## src/rtl/mem_port_arbiter_if.sv

```systemverilog
// mem_port_arbiter_if: fetch port, load/store port and shared SRAM port of the memory arbiter.
// The slave modport is the arbiter; the master modport is the surrounding pipeline plus SRAM.
interface mem_port_arbiter_if;
  // fetch port
  logic        if_req;
  logic [63:0] if_addr;
  logic        if_gnt;
  logic        if_rvalid;
  logic [63:0] if_rdata;
  logic        if_err;

  // load/store port
  logic        d_req;
  logic [7:0]  d_we;
  logic [63:0] d_addr;
  logic [63:0] d_wdata;
  logic        d_gnt;
  logic        d_rvalid;
  logic [63:0] d_rdata;
  logic        d_err;

  // shared SRAM port
  logic [7:0]  mem_w_en;
  logic [63:0] mem_address;
  logic [63:0] mem_write_data;
  logic [63:0] mem_read_data;

  modport slave (
    input  if_req, if_addr,
    output if_gnt, if_rvalid, if_rdata, if_err,
    input  d_req, d_we, d_addr, d_wdata,
    output d_gnt, d_rvalid, d_rdata, d_err,
    output mem_w_en, mem_address, mem_write_data,
    input  mem_read_data
  );

  modport master (
    output if_req, if_addr,
    input  if_gnt, if_rvalid, if_rdata, if_err,
    output d_req, d_we, d_addr, d_wdata,
    input  d_gnt, d_rvalid, d_rdata, d_err,
    input  mem_w_en, mem_address, mem_write_data,
    output mem_read_data
  );
endinterface

```

## src/rtl/mem_port_arbiter.sv

```systemverilog
// mem_port_arbiter: round-robin arbitration of the fetch and load/store ports onto the single
// SRAM port. One transaction is IDLE/RESP (grant) -> ACCESS (SRAM driven) -> RESP (response).
module mem_port_arbiter #(
  parameter int unsigned MEM_BYTES = 65536
) (
  input  logic              clk,
  input  logic              rst_n,
  mem_port_arbiter_if.slave bus
);

  // highest address from which a full doubleword stays inside the SRAM
  localparam logic [63:0] LAST_ADDR = 64'(MEM_BYTES - 32'd8);

  localparam logic ID_IF = 1'b0;
  localparam logic ID_D  = 1'b1;

  typedef enum logic [1:0] {
    IDLE   = 2'd0,
    ACCESS = 2'd1,
    RESP   = 2'd2
  } state_t;

  // Data fault: unsupported mask, mask not naturally aligned, or doubleword past the end.
  function automatic logic data_fault(input logic [7:0] we, input logic [63:0] addr);
    logic bad_s;
    case (we)
      8'h00:   bad_s = 1'b0;
      8'h01:   bad_s = 1'b0;
      8'h03:   bad_s = (addr[0] != 1'b0);
      8'h0F:   bad_s = (addr[1:0] != 2'b00);
      8'hFF:   bad_s = (addr[2:0] != 3'b000);
      default: bad_s = 1'b1;
    endcase
    return bad_s || (addr > LAST_ADDR);
  endfunction

  // Fetch fault: instruction address not word aligned or doubleword past the end.
  function automatic logic fetch_fault(input logic [63:0] addr);
    return (addr[1:0] != 2'b00) || (addr > LAST_ADDR);
  endfunction

  state_t      state_r;
  state_t      state_nxt_s;
  logic        last_r;
  logic        id_r;
  logic [63:0] addr_r;
  logic [7:0]  mask_r;
  logic [63:0] wdata_r;
  logic        fault_r;

  logic        if_rvalid_r;
  logic        if_err_r;
  logic [63:0] if_rdata_r;
  logic        d_rvalid_r;
  logic        d_err_r;
  logic [63:0] d_rdata_r;

  logic        d_win_s;
  logic        if_win_s;
  logic        d_gnt_s;
  logic        if_gnt_s;
  logic        d_fault_s;
  logic        if_fault_s;
  logic [7:0]  mem_w_en_s;

  // Pick a winner: a lone requester wins, a tie goes to the port that did not win last time.
  always_comb begin
    d_win_s  = 1'b0;
    if_win_s = 1'b0;
    if (bus.d_req && (!bus.if_req || (last_r == ID_IF))) begin
      d_win_s = 1'b1;
    end else if (bus.if_req) begin
      if_win_s = 1'b1;
    end else begin
      d_win_s  = 1'b0;
      if_win_s = 1'b0;
    end
  end

  // Classify both pending requests so the fault flag can be latched with the grant.
  always_comb begin
    d_fault_s  = data_fault(bus.d_we, bus.d_addr);
    if_fault_s = fetch_fault(bus.if_addr);
  end

  // Next-state and grant decode; grants only when no SRAM access is in progress.
  always_comb begin
    state_nxt_s = state_r;
    d_gnt_s     = 1'b0;
    if_gnt_s    = 1'b0;
    case (state_r)
      IDLE, RESP: begin
        if (rst_n && (d_win_s || if_win_s)) begin
          d_gnt_s     = d_win_s;
          if_gnt_s    = if_win_s;
          state_nxt_s = ACCESS;
        end else begin
          state_nxt_s = IDLE;
        end
      end
      ACCESS: begin
        state_nxt_s = RESP;
      end
      default: begin
        state_nxt_s = IDLE;
      end
    endcase
  end

  // State register.
  always_ff @(posedge clk) begin
    if (!rst_n) begin
      state_r <= IDLE;
    end else begin
      state_r <= state_nxt_s;
    end
  end

  // Latch the winning request and move the round-robin pointer to the winner.
  always_ff @(posedge clk) begin
    if (!rst_n) begin
      last_r  <= ID_IF;
      id_r    <= ID_IF;
      addr_r  <= 64'd0;
      mask_r  <= 8'd0;
      wdata_r <= 64'd0;
      fault_r <= 1'b0;
    end else if (d_gnt_s) begin
      last_r  <= ID_D;
      id_r    <= ID_D;
      addr_r  <= bus.d_addr;
      mask_r  <= bus.d_we;
      wdata_r <= bus.d_wdata;
      fault_r <= d_fault_s;
    end else if (if_gnt_s) begin
      last_r  <= ID_IF;
      id_r    <= ID_IF;
      addr_r  <= bus.if_addr;
      mask_r  <= 8'd0;
      wdata_r <= wdata_r;
      fault_r <= if_fault_s;
    end else begin
      last_r  <= last_r;
      id_r    <= id_r;
      addr_r  <= addr_r;
      mask_r  <= mask_r;
      wdata_r <= wdata_r;
      fault_r <= fault_r;
    end
  end

  // SRAM write enable: only a non-faulting store during ACCESS, suppressed while reset is low.
  always_comb begin
    mem_w_en_s = 8'd0;
    if ((state_r == ACCESS) && rst_n && (id_r == ID_D) && !fault_r) begin
      mem_w_en_s = mask_r;
    end else begin
      mem_w_en_s = 8'd0;
    end
  end

  // Response registers: load the winner's response at the end of ACCESS, pulse rvalid one cycle.
  always_ff @(posedge clk) begin
    if (!rst_n) begin
      if_rvalid_r <= 1'b0;
      if_err_r    <= 1'b0;
      if_rdata_r  <= 64'd0;
      d_rvalid_r  <= 1'b0;
      d_err_r     <= 1'b0;
      d_rdata_r   <= 64'd0;
    end else if (state_r == ACCESS) begin
      if (id_r == ID_D) begin
        d_rvalid_r  <= 1'b1;
        d_err_r     <= fault_r;
        d_rdata_r   <= (!fault_r && (mask_r == 8'd0)) ? bus.mem_read_data : 64'd0;
        if_rvalid_r <= 1'b0;
      end else begin
        if_rvalid_r <= 1'b1;
        if_err_r    <= fault_r;
        if_rdata_r  <= fault_r ? 64'd0 : bus.mem_read_data;
        d_rvalid_r  <= 1'b0;
      end
    end else begin
      if_rvalid_r <= 1'b0;
      d_rvalid_r  <= 1'b0;
    end
  end

  assign bus.if_gnt         = if_gnt_s;
  assign bus.if_rvalid      = if_rvalid_r;
  assign bus.if_rdata       = if_rdata_r;
  assign bus.if_err         = if_err_r;
  assign bus.d_gnt          = d_gnt_s;
  assign bus.d_rvalid       = d_rvalid_r;
  assign bus.d_rdata        = d_rdata_r;
  assign bus.d_err          = d_err_r;
  assign bus.mem_w_en       = mem_w_en_s;
  assign bus.mem_address    = addr_r;
  assign bus.mem_write_data = wdata_r;

endmodule
```

## src/flat_wrapper.sv

```systemverilog
// flat-port wrapper written by rule: the top's interface ports become plain ports
module mem_port_arbiter_flat 
#(
  parameter int unsigned MEM_BYTES = 65536
)
  (clk, rst_n, bus_if_req, bus_if_addr, bus_if_gnt, bus_if_rvalid, bus_if_rdata, bus_if_err, bus_d_req, bus_d_we, bus_d_addr, bus_d_wdata, bus_d_gnt, bus_d_rvalid, bus_d_rdata, bus_d_err, bus_mem_w_en, bus_mem_address, bus_mem_write_data, bus_mem_read_data);
  mem_port_arbiter_if bus_i ();
  input  logic clk;
  input  logic rst_n;
  input wire logic [$bits(bus_i.if_req)-1:0] bus_if_req;
  input wire logic [$bits(bus_i.if_addr)-1:0] bus_if_addr;
  output wire logic [$bits(bus_i.if_gnt)-1:0] bus_if_gnt;
  output wire logic [$bits(bus_i.if_rvalid)-1:0] bus_if_rvalid;
  output wire logic [$bits(bus_i.if_rdata)-1:0] bus_if_rdata;
  output wire logic [$bits(bus_i.if_err)-1:0] bus_if_err;
  input wire logic [$bits(bus_i.d_req)-1:0] bus_d_req;
  input wire logic [$bits(bus_i.d_we)-1:0] bus_d_we;
  input wire logic [$bits(bus_i.d_addr)-1:0] bus_d_addr;
  input wire logic [$bits(bus_i.d_wdata)-1:0] bus_d_wdata;
  output wire logic [$bits(bus_i.d_gnt)-1:0] bus_d_gnt;
  output wire logic [$bits(bus_i.d_rvalid)-1:0] bus_d_rvalid;
  output wire logic [$bits(bus_i.d_rdata)-1:0] bus_d_rdata;
  output wire logic [$bits(bus_i.d_err)-1:0] bus_d_err;
  output wire logic [$bits(bus_i.mem_w_en)-1:0] bus_mem_w_en;
  output wire logic [$bits(bus_i.mem_address)-1:0] bus_mem_address;
  output wire logic [$bits(bus_i.mem_write_data)-1:0] bus_mem_write_data;
  input wire logic [$bits(bus_i.mem_read_data)-1:0] bus_mem_read_data;
  assign bus_i.if_req = bus_if_req;
  assign bus_i.if_addr = bus_if_addr;
  assign bus_if_gnt = bus_i.if_gnt;
  assign bus_if_rvalid = bus_i.if_rvalid;
  assign bus_if_rdata = bus_i.if_rdata;
  assign bus_if_err = bus_i.if_err;
  assign bus_i.d_req = bus_d_req;
  assign bus_i.d_we = bus_d_we;
  assign bus_i.d_addr = bus_d_addr;
  assign bus_i.d_wdata = bus_d_wdata;
  assign bus_d_gnt = bus_i.d_gnt;
  assign bus_d_rvalid = bus_i.d_rvalid;
  assign bus_d_rdata = bus_i.d_rdata;
  assign bus_d_err = bus_i.d_err;
  assign bus_mem_w_en = bus_i.mem_w_en;
  assign bus_mem_address = bus_i.mem_address;
  assign bus_mem_write_data = bus_i.mem_write_data;
  assign bus_i.mem_read_data = bus_mem_read_data;
  mem_port_arbiter #(.MEM_BYTES(MEM_BYTES)) u_core (.clk(clk), .rst_n(rst_n), .bus(bus_i));
endmodule
```

## config.mk

```make
export PLATFORM = sky130hd
export DESIGN_NAME = mem_port_arbiter_flat
export DESIGN_NICKNAME = d
export VERILOG_FILES = /design/src/rtl/mem_port_arbiter_if.sv /design/src/rtl/mem_port_arbiter.sv /design/src/flat_wrapper.sv
export SDC_FILE = /design/constraint.sdc
export NUM_CORES = 1
export LEC_CHECK = 0
export ABC_AREA = 1
export CAP_MARGIN = 10
export CELL_PAD_IN_SITES_DETAIL_PLACEMENT = 0
export CELL_PAD_IN_SITES_GLOBAL_PLACEMENT = 1
export CORE_AREA = 4 4 206 208
export DETAILED_ROUTE_END_ITERATION = 7
export DIE_AREA = 0 0 210 212
export GPL_TIMING_DRIVEN = 0
export PLACE_DENSITY_LB_ADDON = 0.3
export SLEW_MARGIN = 40
export SYNTH_ARGS = -nofsm -noshare
export SYNTH_HDL_FRONTEND = slang
export SYNTH_SLANG_ARGS = --single-unit
```

## constraint.sdc

```tcl
create_clock -name clk -period 3.55 [get_ports clk]
set_clock_uncertainty 0.2 [all_clocks]
set_input_delay 0.5325 -clock clk [delete_from_list [all_inputs] [get_ports clk]]
set_output_delay 0.5325 -clock clk [all_outputs]
set_load 0.01 [all_outputs]
```

==> flow_metrics.env <==
export IMPL_outcome="complete, no violations"
export IMPL_cts_buffer_depth=3
export IMPL_vdd_drop_max_v=0.000401
export IMPL_cp_required_ns=2.82
export IMPL_cts_setup_buffers=0
export IMPL_hold_end="u_core.bus.if_err"
export IMPL_fin_area_mm2=0.0177
export IMPL_syn_inst=1385
export IMPL_post_drt_via_cell_ratio=4.67
export IMPL_ys_seq_elements=272
export IMPL_io_buffers=537
export IMPL_firstDrtPassIters=6
export IMPL_vias=11700
export IMPL_synth_area_per_cell_um2=7.70
export IMPL_critical_path_arrival_ns=2.67
export IMPL_drv_cap=0
export IMPL_finalCritPeriodShare_pct=95.9
export IMPL_fmax_ghz=0.294
export IMPL_rows=74
export IMPL_p_leak_nw=6.57
export IMPL_coreArea_mm2=0.0406
export IMPL_holdWs_ns=0.259
export IMPL_synth_compound_area_share_pct=20.3
export IMPL_areaGrowthSynthToFinish_pct=66.3
export IMPL_crit_path_start_kind="input port"
export IMPL_clk_pin_slew_ns=0.06
export IMPL_powerDensity_mw_per_mm2=470
export IMPL_ys_seq_area_share_pct=51.0
export IMPL_clockRootBuffer="clkbuf_16"
export IMPL_place_hpwl_mm=38.4
export IMPL_wl_per_cell_um=19.6
export IMPL_clk_latency_ns=0.58
export IMPL_r2r_cells=6
export IMPL_worst_path_buf_inv=4
export IMPL_cts_tree="yes"
export IMPL_yosys_mux_area_fraction_pct=0
export IMPL_drt_iter0_markers=712
export IMPL_drc=0
export IMPL_worst_pin_slew_ns=0.708
export IMPL_fin_nets=2222
export IMPL_crit_chain="clkdlybuf4s50_1 > nand2_2 > nor2_2 > buf_2 > buf_2 > clkdlybuf4s50_1"
export IMPL_path_depth=6
export IMPL_crit_slowest_cell="clkdlybuf4s50_1"
export IMPL_synthXorXnorAreaFrac_pct=0
export IMPL_hold_violations=0
export IMPL_cts_made_buffers=31
export IMPL_crit_fanout=10
export IMPL_syn_nets=1653
export IMPL_cp_top_family="buffers and inverters"
export IMPL_yosys_area_share_simple_pct=22.1
export IMPL_gp_congestion=0.888
export IMPL_grt_pass1_vias=11700
export IMPL_grt_use_total_pct=20.7
export IMPL_synth_top_family_by_area="simple AND/OR/NAND/NOR gates"
export IMPL_h_tree_depth=1
export IMPL_synthTopCellsByArea="dfxtp_1, nand2_1, o21ai_0"
export IMPL_critPathLaunch="rst_n"
export IMPL_grt_max_degree=17
export IMPL_ant_nets=0
export IMPL_holdCritPathClass="flop to flop"
export IMPL_crit_type="input port to output pin"
export IMPL_antenna_found_initial=11
export IMPL_drive_above_1_share_pct=6.29
export IMPL_slowest_delay_ns=0.62
export IMPL_die_h_um=212
export IMPL_initial_core_util_pct=26.3
export IMPL_syn_area_mm2=0.0107
export IMPL_io_pins=538
export IMPL_drv_slew=0
export IMPL_cts_resized=0
export IMPL_synth_fa_ha_area_share_pct=0
export IMPL_ys_types=33
export IMPL_min_period_ns=3.41
export IMPL_rsz0062_at_grt="yes"
export IMPL_yosysWarningCount=0
export IMPL_gr_total_overflow=0
export IMPL_slew_headroom_pct=52.7
export IMPL_r2r_slack_ns=1.66
export IMPL_min_delay_start="u_core.bus.if_err"
export IMPL_postCtsHoldBufs=0
export IMPL_r2r_end="u_core.bus.if_rdata[53]"
export IMPL_hold_depth=2
export IMPL_end_kind="output pin"
export IMPL_synth_area_leader_cell="dfxtp_1"
export IMPL_totalWireLength_mm=49.1
export IMPL_postPlaceCellArea_mm2=0.0167
export IMPL_yosysTopAreaCellShare_pct=51.0
export IMPL_die_w_um=210
export IMPL_r2r_start="u_core.id_r"
export IMPL_die_area_mm2=0.0445
export IMPL_cts_sinks=272
export IMPL_setup_viol=0
export IMPL_grt_pass1_wl_mm=72.2
## state kept, by name, summed over array words and instances, names as in the netlist
register	flops
u_core.bus.d_err	1
u_core.bus.d_rdata	64
u_core.state_r	2
u_core.bus.mem_address	64
u_core.id_r	1
u_core.bus.d_rvalid	1
u_core.bus.mem_write_data	64
u_core.bus.if_err	1
u_core.fault_r	1
u_core.mask_r	8
u_core.bus.if_rdata	64
u_core.bus.if_rvalid	1
## per-stage QoR
step                worst slack [ns]  TNS, ns  std cells  util [%]  power [mW]
floorplan                       1.35        0       1385         -        4.09
global placement               0.103        0       2454      41.2        5.11
detailed placement            0.0637        0       2454      41.2        5.11
CTS                           0.0478        0       2503      43.7        8.46
global route                 -0.0206  -0.0683       2508      43.7        8.71
finish                         0.145        0       2508      43.7        8.35
## layer usage
metal / vias up / global-route usage [%] / routed length (µm)
met5: - / 0 / 84
met4: 10 / 6.50 / 1450
met3: 82 / 7.86 / 4490
met2: 429 / 35.6 / 23500
met1: 5432 / 24.0 / 19600
li1: 5765 / - / -
## cell usage in the layout, fill, tap and decap left out, types with 4 or more instances in the layout
cell,netlist,layout
a21oi_2,10,10
buf_2,32,32
clkbuf_16,0,31
a21oi_1,64,64
nor2_1,213,213
diode_2,0,6
bufinv_16,0,4
clkbuf_8,0,5
clkdlybuf4s50_1,0,537
clkbuf_1,49,54
nand3_1,74,74
a22oi_1,64,64
buf_6,9,9
nand3_2,6,6
o21ai_0,189,189
buf_1,5,5
nand2_1,269,269
inv_1,34,34
dfxtp_1,272,272
inv_2,6,6
buf_4,11,11
o21ai_1,57,57
## power breakdown
part / leakage [nW] / total [mW] / switching (mW) / internal [mW]
Sequential: 2.23 / 3.40 / 0.122 / 3.27
Combinational: 3.85 / 1.65 / 0.804 / 0.842
Clock: 0.497 / 3.30 / 1.32 / 1.98
Total: 6.57 / 8.35 / 2.25 / 6.10
## worst max-delay path by stage
stage,slack [ns],end
after global routing,-0.02,bus_mem_w_en[5]
after CTS,0.05,bus_if_gnt
after global placement,0.10,bus_d_gnt
after detailed placement,0.06,bus_if_gnt
after floorplan,1.35,bus_if_gnt
final,0.14,bus_d_gnt
## worst min-delay path, cell delays in order, from the launching register on
cell and delay (ns):
dfxtp_1 0.31, inv_1 0.05, a211oi_1 0.05
## area by class of cell
type | count | area [µm²]
flip-flops and latches | 272 | 5450
fillers | 4141 | 22800
clock inverters | 6 | 145
diodes | 6 | 15.0
inverters | 41 | 154
repair buffers | 537 | 5380
multi-input cells | 966 | 4520
plain buffers | 105 | 544
well taps | 532 | 666
clock buffers | 43 | 871
## synth_stat cells
cell type,n
dfxtp_1,272
nand2_1,269
nor2_1,213
o21ai_0,189
nand3_1,74
a21oi_1,64
a22oi_1,64
o21ai_1,57
clkbuf_1,49
inv_1,34
buf_2,32
buf_4,11
a21oi_2,10
buf_6,9
inv_2,6
nand3_2,6
buf_1,5
and2_1,3
nand4_1,3
nor2_2,2
a211oi_1,1
a21oi_4,1
and3_1,1
clkinv_1,1
nand2_2,1
nand4_4,1
nor3_1,1
nor3_4,1
nor3b_1,1
o211ai_1,1
o21bai_1,1
o31ai_1,1
or2_2,1
## logic make-up after synthesis
logic type	Yosys count
AO/OA/AOI/OAI	389
buffers and inverters	147
flip-flops	272
AND/OR/NAND/NOR	577
No activity file was read; power rests on OpenSTA's default activity.
